`config.mk`:
```
export PLATFORM = sky130hd
export DESIGN_NAME = ps2_scancode_decoder
export DESIGN_NICKNAME = d
export VERILOG_FILES = /design/src/rtl/ps2_scancode_decoder.sv
export SDC_FILE = /design/constraint.sdc
export NUM_CORES = 1
export LEC_CHECK = 0
export BUFFER_PORTS_ARGS = -buffer_cell sky130_fd_sc_hd__buf_4
export CELL_PAD_IN_SITES_DETAIL_PLACEMENT = 0
export CELL_PAD_IN_SITES_GLOBAL_PLACEMENT = 2
export CORE_ASPECT_RATIO = 0.7
export CORE_MARGIN = 10
export CORE_UTILIZATION = 36
export CTS_CLUSTER_SIZE = 16
export DETAILED_ROUTE_END_ITERATION = 8
export PLACE_DENSITY = 0.83
export SKIP_LAST_GASP = 1
export SLEW_MARGIN = 20
export SYNTH_ARGS = -nofsm -noshare
export SYNTH_HDL_FRONTEND = slang
export SYNTH_SLANG_ARGS = --single-unit
```
`constraint.sdc`:
```
create_clock -name clk -period 4.4 [get_ports clk]
set_clock_uncertainty 0.15 [all_clocks]
set_input_delay 0.44 -clock clk [delete_from_list [all_inputs] [get_ports clk]]
set_output_delay 0.44 -clock clk [all_outputs]
set_load 0.005 [all_outputs]
```
`src/rtl/ps2_scancode_decoder.sv`:
```
// ps2_scancode_decoder: validates PS/2 frames, decodes set-2 make/break for 8 piano keys, queues events
module ps2_scancode_decoder #(
  parameter int FIFO_DEPTH = 4,
  parameter int ERR_W = 8
) (
  input  logic             clk,
  input  logic             rst,
  input  logic             data_valid,
  input  logic [10:0]      sda_to_do,
  input  logic             ev_ready,
  output logic             ev_valid,
  output logic [2:0]       ev_key,
  output logic             ev_press,
  output logic [7:0]       keys_held,
  output logic             frame_err,
  output logic [ERR_W-1:0] err_cnt,
  output logic             fifo_ovf
);
  localparam int AW = (FIFO_DEPTH > 1) ? $clog2(FIFO_DEPTH) : 1;
  typedef enum logic [1:0] {IDLE, BRK, EXT, EXT_BRK} state_t;
  state_t state, nxt;
  logic [7:0] b;
  logic ok, hit, mk, brk_ev, push_req, push, pop, full;
  logic [2:0] k;
  logic [AW:0] cnt;
  logic [AW-1:0] wp, rp;
  logic [3:0] mem [FIFO_DEPTH];
  assign b = sda_to_do[8:1];
  assign ok = ~sda_to_do[0] & sda_to_do[10] & (^sda_to_do[9:1]);
  always_comb begin
    hit = 1'b1;
    k = 3'd0;
    case (b)
      8'h1C: k = 3'd0;
      8'h1B: k = 3'd1;
      8'h23: k = 3'd2;
      8'h2B: k = 3'd3;
      8'h34: k = 3'd4;
      8'h33: k = 3'd5;
      8'h3B: k = 3'd6;
      8'h42: k = 3'd7;
      default: hit = 1'b0;
    endcase
  end
  always_comb begin
    nxt = state;
    if (data_valid)
      nxt = !ok ? IDLE :
            state == IDLE ? (b == 8'hE0 ? EXT : b == 8'hF0 ? BRK : IDLE) :
            state == EXT  ? (b == 8'hF0 ? EXT_BRK : IDLE) :
            IDLE;
  end
  // typematic repeats and breaks of unheld keys are filtered here, before the FIFO
  assign mk = data_valid & ok & (state == IDLE) & hit & ~keys_held[k];
  assign brk_ev = data_valid & ok & (state == BRK) & hit & keys_held[k];
  assign push_req = mk | brk_ev;
  assign ev_valid = cnt != '0;
  assign full = cnt == (AW+1)'(FIFO_DEPTH);
  assign pop = ev_valid & ev_ready;
  assign push = push_req & (~full | pop);
  assign ev_key = ev_valid ? mem[rp][3:1] : 3'd0;
  assign ev_press = ev_valid & mem[rp][0];
  always_ff @(posedge clk)
    if (push) mem[wp] <= {k, mk};
  always_ff @(posedge clk) begin
    if (rst) begin
      state <= IDLE;
      keys_held <= '0;
      frame_err <= 1'b0;
      err_cnt <= '0;
      fifo_ovf <= 1'b0;
      cnt <= '0;
      wp <= '0;
      rp <= '0;
    end else begin
      state <= nxt;
      frame_err <= data_valid & ~ok;
      if (data_valid & ~ok & ~&err_cnt) err_cnt <= err_cnt + 1'b1;
      if (mk) keys_held[k] <= 1'b1;
      if (brk_ev) keys_held[k] <= 1'b0;
      if (push) wp <= wp + 1'b1;
      if (pop) rp <= rp + 1'b1;
      cnt <= cnt + {{AW{1'b0}}, push} - {{AW{1'b0}}, pop};
      if (push_req & full & ~pop) fifo_ovf <= 1'b1;
    end
  end
endmodule
```
==> results.toml <==
[floorplanning]
coreArea_sq_um = 6730
fp.dieW_um = 119
initial_core_util_pct = 37.0
num_io_pins = 38
die_area_sq_um = 10700
die_h_um = 89.5
rows = 25

[worst_setup_path]
path_max_fanout = 6
crit_type = "in2reg"
arrival_ns = 3.61
crit_required_ns = 4.43
crit_path_start_kind = "input pin"
endpoint_kind = "register"
r2r_cells = 10

[clock_network]
cts_setup_buffers = 0
clockBufferDepth = 2
cts_resized = 0
path_clk_slew_ns = 0.09
cts_sinks = 45
cts_made_buffers = 5
worstSkewPairLatency_ns = 0.29
cts_root_buf = "clkbuf_8"
h-tree-depth = 2
cts_tree = "yes"
hold_buffers = 0

[run]
drv_cap = 0

[logic_synthesis]
syn-cell-area_sq_um = 2490
synth.distinct_cells = 52
seq_area_frac_synth_pct = 42.7
synthMuxAreaShare_pct = 4.43
postSynthAreaPerCell_sq_um = 10.6
yosysWarnings = 0
synth_top_family_by_area = "simple AND/OR/NAND/NOR gates"
synth_edf_count = 16
synthAdderAreaFrac_pct = 11.4
syn-num-nets = 271
ys_seq_elements = 45
yosys_most_used_dff = "dfxtp_1"
synthCells = 234
async_reset_ff_share_pct = 0
synth_compound_area_share_pct = 12.9
yosys.area_share.simple_pct = 20.1
synth_xor_area_share_pct = 5.08

[timing]
worst_slew_pin_slew_ns = 0.586
worst_hold_slack_ns = 0.230
grt_setup_unrepaired = "no"
max_freq_mhz = 279
hold_viol_final = 0
fin_crit_sh_pct = 81.4
slew_viol_final = 0
period_needed_ns = 3.58
relSlewSlack_pct = 60.7
fin_setup_tns_ns = 0
final-setup-viol-count = 0

[final_layout]
antenna_cells = 0
area_growth_syn_to_layout_pct = 19.2
final_common_cell = "buf_4"
layout-drive-gt1-share_pct = 24.5
most-common-layout-cells = "buf_4 (37), dfxtp_1 (29), ha_1 (21)"
final_nets = 313

[grt]
grt_pass1_wl_um = 9040
grtUsageTotal_pct = 10.4
antenna_found_initial = 0
first_global_vias = 1814
grt_max_degree = 23
overflow = 0

[hold_path]
hold_path_depth = 2
worst_hold_path_type = "in2reg"

[placement]
portBuffers = 37
dp_hpwl_um = 4280
gp_congestion = 0.793

[power]
p_per_area_nw_per_um2 = 343
peakVddDrop_mv = 0.129
leakage_nw = 1.18

[drt]
drt-pass1-iter-count = 4
drt_iter0_drc = 77
wl_per_cell_um = 14.4
avgViaCountPerCell = 4.87
routed_wirelength_um = 5340
dr_total_vias = 1808
drc = 0
drtAntennaViolNets = 0

[outcome]
outcome = "finished clean"
==> final cells by class <==
cell class / instances / area [sq um]
fillers: 652 / 3760
multi-input cells: 166 / 1340
flip-flops and latches: 45 / 1060
repair buffers: 37 / 278
well taps: 94 / 118
inverters: 21 / 80.1
clock buffers: 5 / 68.8
clock inverters: 3 / 21.3
==> final timing paths <==
| kind | startpoint | endpoint | slack, ns |
|---|---|---|---|
| min | data_valid | state[1] | 0.23 |
| max reg2reg | keys_held[2] | cnt[2] | 1.62 |
| min reg2reg | fifo_ovf | fifo_ovf | 0.31 |
| max | sda_to_do[3] | cnt[2] | 0.82 |
==> cells by family (layout without fill, tap and decap cells) <==
logic type      count (synthesis)  after routing
compound gates                 36             36
xor+xnor                       12             12
flops                          45             45
simple gates                   90             90
buf+inv                        23             66
mux                             6              6
fa+ha+maj                      22             22
==> layer usage <==
layer  wire, um  track usage, %
met1       2910            14.8
met2       1980            14.6
met3        425            4.16
met4         19            1.64
met5          0               0
==> critical path, cell delays in order <==
cell and delay, ns:
buf_4 0.09, inv_1 0.05, ha_1 0.25, o2111ai_1 0.43, nor3_1 0.19, o21ai_0 0.25, a21oi_1 0.16, o31ai_1 0.52
and3_4 0.32, ha_1 0.15, inv_1 0.04, fa_1 0.36, xor2_1 0.17, xnor2_1 0.14, nor2_1 0.05
==> registers in the layout, indices dropped and copies added, names as in the netlist, named ones only <==
name       flops
rp             2
err_cnt        8
fifo_ovf       1
keys_held      8
state          2
wp             2
frame_err      1
mem           16
cnt            3
==> metrics by stage <==
stage	power, mW	util (%)	worst slack [ns]	cells	cell area [sq um]
CTS	1.04	44.1	0.850	371	2970
global route	1.09	44.1	0.554	371	2970
floorplan	0.667	-	0.990	234	2490
finish	1.02	44.1	0.820	371	2970
global placement	0.780	42.8	0.557	363	2880
detailed placement	0.781	42.8	0.536	363	2880
==> cell usage after synthesis (2+ instances only) <==
cell type  count  area, sq um
dfxtp_1       29          581
ha_1          21          263
inv_1         19         71.3
edfxtp_1      16          480
nor2_1        16         60.1
nand2_1       14         52.6
and2_1        11         68.8
a21oi_1        9         45.0
nand4_1        9         56.3
nor3_1         8         40.0
xor2_1         7         61.3
nand3_1        6         30.0
or3_1          6         37.5
o221a_1        5         56.3
and3_1         4         25.0
mux4_2         4         90.1
o21ai_0        4         20.0
nor2b_1        3         18.8
xnor2_1        3         26.3
a221oi_2       2         30.0
a22oi_1        2         15.0
clkbuf_1       2         7.51
mux2i_1        2         20.0
nand2_2        2         12.5
o21bai_1       2         15.0
or4_1          2         15.0
==> report_power, final <==
group	total [mW]	internal, mW	switching (mW)	leakage (nW)
Combinational	0.277	0.164	0.114	0.767
Clock	0.256	0.113	0.143	0.0445
Sequential	0.484	0.455	0.0293	0.371
Note: power is estimated with default switching activity, not from simulation.
